## src/rtl/hilo_ctrl.sv

```systemverilog
// hilo_ctrl: sequences a request-driven multiply (clear, run, commit) and
// holds the architectural HI/LO registers with mfhi/mflo/mthi/mtlo access.
module hilo_ctrl #(
    parameter int unsigned WIDTH   = 32,
    parameter int unsigned TIMEOUT = 40
) (
    input  logic             clk,
    input  logic             reset,
    input  logic             op_start,
    input  logic [WIDTH-1:0] op_a,
    input  logic [WIDTH-1:0] op_b,
    output logic [WIDTH-1:0] mult_a,
    output logic [WIDTH-1:0] mult_b,
    output logic             mult_clr,
    output logic             mult_init,
    input  logic             mult_done,
    input  logic [WIDTH-1:0] mult_hi,
    input  logic [WIDTH-1:0] mult_lo,
    input  logic             mthi,
    input  logic             mtlo,
    input  logic [WIDTH-1:0] wdata,
    input  logic             rd_sel,
    output logic [WIDTH-1:0] rdata,
    output logic             busy,
    output logic             done,
    output logic             timeout_err
);

    localparam int unsigned    CntW    = $clog2(TIMEOUT + 1);
    localparam logic [CntW-1:0] CntMax  = '1;
    localparam logic [CntW-1:0] CntLast = CntW'(TIMEOUT - 1);

    typedef enum logic [1:0] {
        StIdle,
        StClear,
        StRun,
        StDone
    } state_e;

    state_e           state_q, state_d;
    logic [WIDTH-1:0] hi_q, hi_d;
    logic [WIDTH-1:0] lo_q, lo_d;
    logic [WIDTH-1:0] a_q, a_d;
    logic [WIDTH-1:0] b_q, b_d;
    logic [CntW-1:0]  cnt_q, cnt_d;
    logic             terr_q, terr_d;
    logic             busy_q, busy_d;
    logic             done_q, done_d;
    logic             init_q, init_d;
    logic             clr_q, clr_d;

    // Next state, operand/product captures, moves, and outputs decoded from the next state
    always_comb begin
        state_d = state_q;
        hi_d    = hi_q;
        lo_d    = lo_q;
        a_d     = a_q;
        b_d     = b_q;
        cnt_d   = cnt_q;
        terr_d  = terr_q;

        unique case (state_q)
            StIdle: begin
                if (op_start) begin
                    a_d     = op_a;
                    b_d     = op_b;
                    cnt_d   = '0;
                    terr_d  = 1'b0;
                    state_d = StClear;
                end
            end
            StClear: begin
                state_d = StRun;
            end
            StRun: begin
                if (cnt_q != CntMax) begin
                    cnt_d = cnt_q + 1'b1;
                end
                // A completion seen on the last allowed cycle still wins over the abort
                if (mult_done) begin
                    hi_d    = mult_hi;
                    lo_d    = mult_lo;
                    state_d = StDone;
                end else if (cnt_q == CntLast) begin
                    terr_d  = 1'b1;
                    state_d = StIdle;
                end
            end
            StDone: begin
                state_d = StIdle;
            end
            default: begin
                state_d = StIdle;
            end
        endcase

        // Moves apply only while not busy; in DONE they override the fresh product
        if (state_q == StIdle || state_q == StDone) begin
            if (mthi) begin
                hi_d = wdata;
            end
            if (mtlo) begin
                lo_d = wdata;
            end
        end

        busy_d = (state_d == StClear) || (state_d == StRun);
        done_d = (state_d == StDone);
        init_d = (state_d == StRun);
        clr_d  = (state_d == StClear);
    end

    // State and datapath registers, all cleared by the asynchronous reset
    always_ff @(posedge clk or negedge reset) begin
        if (!reset) begin
            state_q <= StIdle;
            hi_q    <= '0;
            lo_q    <= '0;
            a_q     <= '0;
            b_q     <= '0;
            cnt_q   <= '0;
            terr_q  <= 1'b0;
            busy_q  <= 1'b0;
            done_q  <= 1'b0;
            init_q  <= 1'b0;
            clr_q   <= 1'b0;
        end else begin
            state_q <= state_d;
            hi_q    <= hi_d;
            lo_q    <= lo_d;
            a_q     <= a_d;
            b_q     <= b_d;
            cnt_q   <= cnt_d;
            terr_q  <= terr_d;
            busy_q  <= busy_d;
            done_q  <= done_d;
            init_q  <= init_d;
            clr_q   <= clr_d;
        end
    end

    // The multiplier is held cleared for as long as reset is low
    assign mult_clr    = clr_q | ~reset;
    assign mult_init   = init_q;
    assign mult_a      = a_q;
    assign mult_b      = b_q;
    assign busy        = busy_q;
    assign done        = done_q;
    assign timeout_err = terr_q;
    assign rdata       = rd_sel ? hi_q : lo_q;

endmodule

```

## config.mk

```make
export PLATFORM = sky130hd
export DESIGN_NAME = hilo_ctrl
export DESIGN_NICKNAME = d
export VERILOG_FILES = /design/src/rtl/hilo_ctrl.sv
export SDC_FILE = /design/constraint.sdc
export NUM_CORES = 1
export LEC_CHECK = 0
export ABC_AREA = 1
export CORE_MARGIN = 10
export CORE_UTILIZATION = 48
export CTS_BUF_LIST = sky130_fd_sc_hd__clkbuf_4 sky130_fd_sc_hd__clkbuf_8
export DETAILED_ROUTE_END_ITERATION = 16
export PLACE_DENSITY_LB_ADDON = 0.15
export SETUP_SLACK_MARGIN = 0.02
export SYNTH_ARGS = -nofsm -noshare
export SYNTH_HDL_FRONTEND = slang
export SYNTH_SLANG_ARGS = --single-unit
```

## constraint.sdc

```tcl
create_clock -name clk -period 3.8 [get_ports clk]
set_input_delay 0.57 -clock clk [delete_from_list [all_inputs] [get_ports clk]]
set_output_delay 0.57 -clock clk [all_outputs]
set_load 0.005 [all_outputs]
```

### Word-level counts from Yosys, hierarchy flattened

Index checks and enable logic that the tools add are counted.

| storage, ports and cells | value |
|---|---|
| bits in registers | 141 |
| bits of input ports | 167 |
| output and inout port bits | 101 |

| cells by class | value |
|---|---|
| add/sub/neg operators | 1 |
| equal/unequal tests | 12 |
| mux-type cells | 20 |
| bitwise logic cells | 2 |
| reduce and logical (&&, ||, !) cells | 7 |

Operator list:

| cell | count |
|---|---|
| $mux 32 | 9 |
| $mux 6 | 2 |
| $pmux 6 s2 | 1 |
| $eq 2x2->1 const B | 4 |
| $ne 2x2->1 const B | 4 |
| $pmux 2 s4 | 1 |
| $add 6x1->6 const B | 1 |
| $eq 6x6->1 const B | 1 |
| $mux 2 | 3 |
| $ne 6x6->1 const B | 1 |
| $eq 2x1->1 const B | 2 |
| $reduce_and 4->1 | 1 |
| $mux 1 | 3 |
| $reduce_and 3->1 | 1 |
| $logic_not 2->1 | 1 |
| $logic_or 1x1->1 | 2 |
| $pmux 1 s2 | 1 |
| $reduce_and 2->1 | 1 |
| $reduce_bool 2->1 | 1 |
| $not 1->1 | 1 |
| $or 1x1->1 | 1 |

### Longest topological paths before layout

Gate-level depths: netlist of the first run.

| logic depth | value |
|---|---|
| word-level depth | 6 |
| gate-level depth with buffers | 11 |
| mapped depth without buffers | 10 |

### Least setup slack after synthesis of the first run

OpenSTA, ideal clock, no wires.

| timing | value |
|---|---|
| path type | input -> output |
| start point | in rd_sel |
| end point | out rdata[10] |
| arrival time | 1341 ps |
| required time | 3230 ps |
| setup slack | 1889 ps |
| stages on the path | 3 |
| buffers on the path | 2 |
| path through | clkbuf_1 -> buf_2 -> mux2_2 |

| between the ends | value |
|---|---|
| word-level cells in the longest chain between the ends | 1 |

Ends and longest elaborated chain:

| what | RTL line | source |
|---|---|---|
| from (decl) | 22 | `input logic rd_sel,` |
| $mux 32 | 150 | `assign rdata = rd_sel ? hi_q : lo_q;` |
| to (decl) | 23 | `output logic [WIDTH-1:0] rdata,` |

No other way between the ends.

### Worst setup path in the final report of the first run

| timing | value |
|---|---|
| start point | in rd_sel |
| end point | out rdata[2] |

The elaborated chain is that of the path after synthesis.

==> results.toml, run 1 <==
[cts]
cts_buffers = 17
clock_tree.root_cell = "clkbuf_8"
ctsHoldBuffers = 0
cts_sinks = 141
ctsHtreeMaxLevel = 4
postCtsResizedCells = 0
insertion_delay_ns = 0.44
clockBufferDepth = 2
cts_tree = "done"
cts_setup_buffers = 0
clkTransAtPathRegs_ns = 0.07

[critical_path]
worstRegToRegCells = 7
path_class = "in -> out"
cp_common_cell = "clkdlybuf4s50_1"
cpPeakStageDelay_ns = 0.47
critical_path_buf_inv_count = 3
arrival_ns = 2.29
cp.depth = 4
reg2reg_to = "hi_q[7]$_DFF_PN0_"
crit_path_end_kind = "output port"
r2r_start = "state_q[0]$_DFF_PN0_"
critPathMaxFanout = 33
path_cells = "clkdlybuf4s50_1 -> buf_4 -> mux2_2 -> clkdlybuf4s50_1"
cp.required_ns = 3.23
regToRegSetupSlack_ns = 1.41
critical-path-slowest-cell = "clkdlybuf4s50_1"
cp_top_family = "buffers and inverters"
cp-start-kind = "input port"

[pwr]
irDropWorstVdd_v = 0.000480
power.total_mw = 7.28
power_density_mw_per_mm2 = 769
p_leak_nw = 4.09

[synthesis]
yosysTopAreaCell = "dfrtp_1"
synth_seq_cells = 141
avgSynthCellArea_um2 = 10.4
syn_inst = 613
syn_nets = 786
synth.distinct_cells = 22
ys.warnings.count = 0
synth_seq_area_share_pct = 55.5
synth_area_leaders = "dfrtp_1, mux2_2, nand2_1"
yosysTopAreaCellShare_pct = 55.5
synthArstFlopShare_pct = 100
synth_edf_count = 0
synthesis.area_mm2 = 0.00635
ys.flop_type = "dfrtp_1"

[detailed_routing]
via_count = 5543
wire_per_inst_um = 19.2
first_pass_iters = 5
vias_per_cell = 5.25
wirelength_mm = 20.2
antenna_left = 0
drt_iter0_markers = 301
drcViolationCount = 0

[grt]
grt_max_degree = 68
first_global_vias = 5926
gr-total-overflow = 0
grt_pass1_wl_mm = 31.8
track_usage_pct = 21.9
grt_antenna_before_repair = 0

[floorplan]
dieWidth_um = 135
rows = 41
boundaryPins = 268
die-height_um = 135
initial_core_util_pct = 49.8
coreArea_mm2 = 0.0128
die_area_mm2 = 0.0182

[final_layout]
drive_gt1_share_pct = 14.8
syn_to_final_growth_pct = 48.9
final_nets = 1044
diodes = 0
fin_util_pct = 74.1
fin_area_mm2 = 0.00946

[sta]
max_freq_ghz = 0.350
finalHoldViolCount = 0
slew_headroom_pct = 32.4
worst_pin_slew_ns = 1.01
slew_violations = 0
tns_ns = 0
finClkSkew_ns = 0.0114
rsz0062_at_grt = "no"
setup_viol = 0
fin_crit_ns = 2.86
period_share_pct = 75.2

[placed_design]
io_buffers = 267
gp_congestion = 0.897
dpl.hpwl_mm = 15.4
placed_area_mm2 = 0.00910

[job]
max_cap_violations = 0

[outcome]
status = "finished clean"

[hold_path]
hold_class = "in -> async"
-- worst reg2reg max path, stage by stage (launching register included) --
cell     delay, ns
dfrtp_1       0.36
inv_1         0.11
ha_1          0.48
nand2_2       0.12
inv_2         0.47
buf_4         0.45
nand2_1       0.13
a31oi_1       0.19
-- Yosys cell counts, types with 3 or more instances --
cell type and number:
clkbuf_1 16, buf_4 7, buf_6 6, nand2_1 157
nand3_1 11, o21ai_0 7, mux2_1 14, buf_2 9
dfrtp_1 141, nand4_1 3, a31oi_1 64, mux2_2 81
nor2_1 68, ha_1 6, inv_1 15
-- cells by family after synthesis --
family | Yosys count | share of synthesized area, %
AO/OA/AOI/OAI | 73 | 7.05
XOR/XNOR | 1 | 0.138
adder cells (fa/ha/maj) | 6 | 1.18
buffers and inverters | 55 | 4.55
flip-flops | 141 | 55.5
multiplexers | 95 | 16.8
AND/OR/NAND/NOR | 242 | 14.7
-- layout by cell type, fill, tap and decap left out --
cell and n:
mux2_2 81, nor2_2 1, o21ai_0 7, clkbuf_8 19, xor2_1 1, nand2_1 153, mux2_1 14, a31oi_1 64
inv_2 2, nor2_1 68, o21bai_1 1, clkinvlp_4 1, clkbuf_4 4, bufinv_16 1, buf_4 10, nand3_1 11
clkinv_2 6, o21ai_1 1, buf_6 1, dfrtp_1 141, nand2_2 4, nand4_1 3, nor3_1 1, ha_1 6
or2_2 1, inv_1 15, clkdlybuf4s50_1 266
-- per-layer routing --
layer	GRT usage, %	part of all wire [%]
met2	36.9	49
met1	26.0	41
met5	0	0
met4	6.22	1.4
met3	7.23	9.1
-- sequential cells by signal, summed over array words and instances, names as in the netlist --
name	cells
timeout_err	1
mult_b	32
cnt_q	6
mult_init	1
mult_a	32
busy	1
done	1
hi_q	32
lo_q	32
clr_q	1
state_q	2
-- final cells by class --
class,instances,area (um^2)
Sequential cell,141,3530
Tap cell,172,215
Inverter,17,63.8
Clock buffer,23,292
Fill cell,879,3310
Clock inverter,8,67.6
Multi-Input combinational cell,417,2550
Timing Repair Buffer,277,2750
-- per-stage QoR --
| step | cells | setup slack, ns | hold WS, ns |
|---|---|---|---|
| after floorplan | 613 | 1.89 | 0.274 |
| after global placement | 1024 | 0.976 | 0.463 |
| after global routing | 1055 | 0.890 | 0.0340 |
| after detailed placement | 1024 | 0.948 | 0.462 |
| after CTS | 1055 | 0.943 | 0.0160 |
| final | 1055 | 0.941 | 0.0277 |
-- report_power, final --
part	internal, mW	total (mW)	switching (mW)
logic	1.97	3.50	1.53
clock network	0.570	1.11	0.538
registers	2.27	2.68	0.408
-- worst max-delay path by stage --
stage	startpoint	end	slack, ns
after detailed placement	rd_sel	rdata[2]	0.95
after global routing	rd_sel	rdata[4]	0.89
after global placement	rd_sel	rdata[25]	0.98
final	rd_sel	rdata[2]	0.94
after CTS	rd_sel	rdata[2]	0.94
after floorplan	rd_sel	rdata[10]	1.89
No activity file was read; power rests on OpenSTA's default activity.
==> run 2, diff against run 1 <==
--- a/config.mk
+++ b/config.mk
@@ -7,7 +7,7 @@
 export LEC_CHECK = 0
 export ABC_AREA = 1
 export CORE_MARGIN = 10
-export CORE_UTILIZATION = 48
+export CORE_UTILIZATION = 40
 export CTS_BUF_LIST = sky130_fd_sc_hd__clkbuf_4 sky130_fd_sc_hd__clkbuf_8
 export DETAILED_ROUTE_END_ITERATION = 16
 export PLACE_DENSITY_LB_ADDON = 0.15
==> constraint.sdc (replaced) <==
create_clock -name clk -period 2.5 [get_ports clk]
set_input_delay 0.375 -clock clk [delete_from_list [all_inputs] [get_ports clk]]
set_output_delay 0.375 -clock clk [all_outputs]
set_load 0.005 [all_outputs]
==> run 2 against run 1 <==
Against the previous run:
- design area increased by 1.7%
- final cell count increased by 4.2%
- clock power increased by 69%
- core utilization decreased by 13 points
- sequential power increased by 51%
- die area increased by 17%
- worst hold slack improved by 0.039 ns
- global-route usage decreased by 2.7 points
- first-iteration DRC count decreased by 14%
- largest cell class unchanged
- largest power group unchanged
- highest routed layer unchanged
==> results.toml, run 2 (synthesis results as in run 1) <==
[grt]
gr-total-overflow = 0
grt_antenna_before_repair = 0
track_usage_pct = 19.2
grt_pass1_wl_mm = 32.7
first_global_vias = 5812
grt_max_degree = 142

[final_layout]
ff_latch_area_mm2 = 0.00353
final_nets = 1044
syn_to_final_growth_pct = 51.4
drive_gt1_share_pct = 14.8
final_common_cell = "clkdlybuf4s50_1"
diodes = 0
multiInputGateArea_mm2 = 0.00255
layout_common_cells = "clkdlybuf4s50_1, nand2_1, dfrtp_1, mux2_2, nor2_1"
fin_area_mm2 = 0.00962
fill_cells = 1324

[sta]
slew_violations = 0
worst_pin_slew_ns = 0.748
finClkSkew_ns = 0.00794
fin_crit_ns = 2.34
setup_viol = 0
hold-worst-slack_ns = 0.0664
layout_setup_ws_ns = 0.161
tns_ns = 0
max_freq_ghz = 0.428
finalHoldViolCount = 0
period_share_pct = 93.5
slew_headroom_pct = 50.1
rsz0062_at_grt = "no"

[hold_path]
hold_class = "in -> async"

[detailed_routing]
drt_iter0_markers = 260
via_count = 5448
wirelength_mm = 20.5
antenna_left = 0
first_pass_iters = 5
wire_per_inst_um = 18.7
vias_per_cell = 4.96
drcViolationCount = 0

[outcome]
status = "finished clean"

[critical_path]
crit_path_end_kind = "output port"
worstRegToRegCells = 8
arrival_ns = 1.96
cp.required_ns = 2.12
regToRegSetupSlack_ns = 0.70
reg2reg_to = "hi_q[18]$_DFF_PN0_"
r2r_start = "state_q[0]$_DFF_PN0_"
path_class = "in -> out"
critPathMaxFanout = 33
cp-start-kind = "input port"

[pwr]
power.total_mw = 11.3
irDropWorstVdd_v = 0.000506
p_leak_nw = 4.12
power_density_mw_per_mm2 = 1170

[cts]
ctsHtreeMaxLevel = 4
cts_tree = "done"
cts_sinks = 141
ctsHoldBuffers = 0
insertion_delay_ns = 0.45
postCtsResizedCells = 0
clkTransAtPathRegs_ns = 0.08
cts_buffers = 17
clock_tree.root_cell = "clkbuf_8"
cts_setup_buffers = 0
clockBufferDepth = 2

[floorplan]
rows = 46
initial_core_util_pct = 40.4
boundaryPins = 268
coreArea_mm2 = 0.0157
dieWidth_um = 146
die-height_um = 146
die_area_mm2 = 0.0213

[placed_design]
io_buffers = 267
placed_area_mm2 = 0.00922
gp_congestion = 0.860
pre_cts_ws_ns = 0.169
dpl.hpwl_mm = 15.3

[job]
max_cap_violations = 0
## run 2: cell types whose count changed in the layout (fill, tap and decap cells not counted), sizes merged
cell,change
bufinv,+2
clkbuf,-4
clkinvlp,+2
## run 2: metrics by stage
stage | utilization (%) | instances
final | 61.2 | 1099
after global routing | 61.2 | 1099
after CTS | 61.2 | 1099
after detailed placement | 58.7 | 1068
after global placement | 58.7 | 1068
after floorplan | - | 613
## run 2: how the worst max path moves through the flow
stage	endpoint	start	slack [ns]	depth (start not counted)
2_1_floorplan	busy$_DFF_PN0_	state_q[0]$_DFF_PN0_	0.87	11
3_3_place_gp	rdata[7]	rd_sel	0.18	4
3_5_place_dp	rdata[7]	rd_sel	0.17	4
4_1_cts	rdata[7]	rd_sel	0.16	4
5_1_grt	rdata[7]	rd_sel	0.13	4
6_report	rdata[7]	rd_sel	0.16	4
## run 2: cell type report
| type | count | share of cell area [%] |
|---|---|---|
| multi-input cells | 417 | 26.5 |
| clock inverters | 12 | 1.52 |
| clock buffers | 19 | 2.65 |
| well taps | 216 | 2.81 |
| inverters | 17 | 0.663 |
| repair buffers | 277 | 29.2 |
| flip-flops and latches | 141 | 36.7 |
## run 2: power by group
group          internal, mW  total (mW)  leakage (nW)  switching (mW)
logic                  3.04        5.35          2.27            2.31
clock network          1.01        1.88         0.201           0.866
registers              3.44        4.05          1.66           0.608
## run 2: critical path, stage by stage
cell             delay (ns)
clkdlybuf4s50_1        0.50
buf_12                 0.23
mux2_2                 0.36
clkdlybuf4s50_1        0.48
## run 2: per-layer routing
layer	global-route usage [%]	routed length, um
met4	6.51	488
met1	24.0	9130
met5	0	0
met2	29.2	9040
met3	8.13	1850
==> run 3, diff against run 2 <==
--- a/config.mk
+++ b/config.mk
@@ -9,9 +9,11 @@
 export CORE_MARGIN = 10
 export CORE_UTILIZATION = 40
 export CTS_BUF_LIST = sky130_fd_sc_hd__clkbuf_4 sky130_fd_sc_hd__clkbuf_8
+export CTS_CLUSTER_SIZE = 28
 export DETAILED_ROUTE_END_ITERATION = 16
 export PLACE_DENSITY_LB_ADDON = 0.15
 export SETUP_SLACK_MARGIN = 0.02
+export SLEW_MARGIN = 0
 export SYNTH_ARGS = -nofsm -noshare
 export SYNTH_HDL_FRONTEND = slang
 export SYNTH_SLANG_ARGS = --single-unit
==> results of run 3 <==
Same layout as run 2: the final DEF is identical, and so are final timing and power.
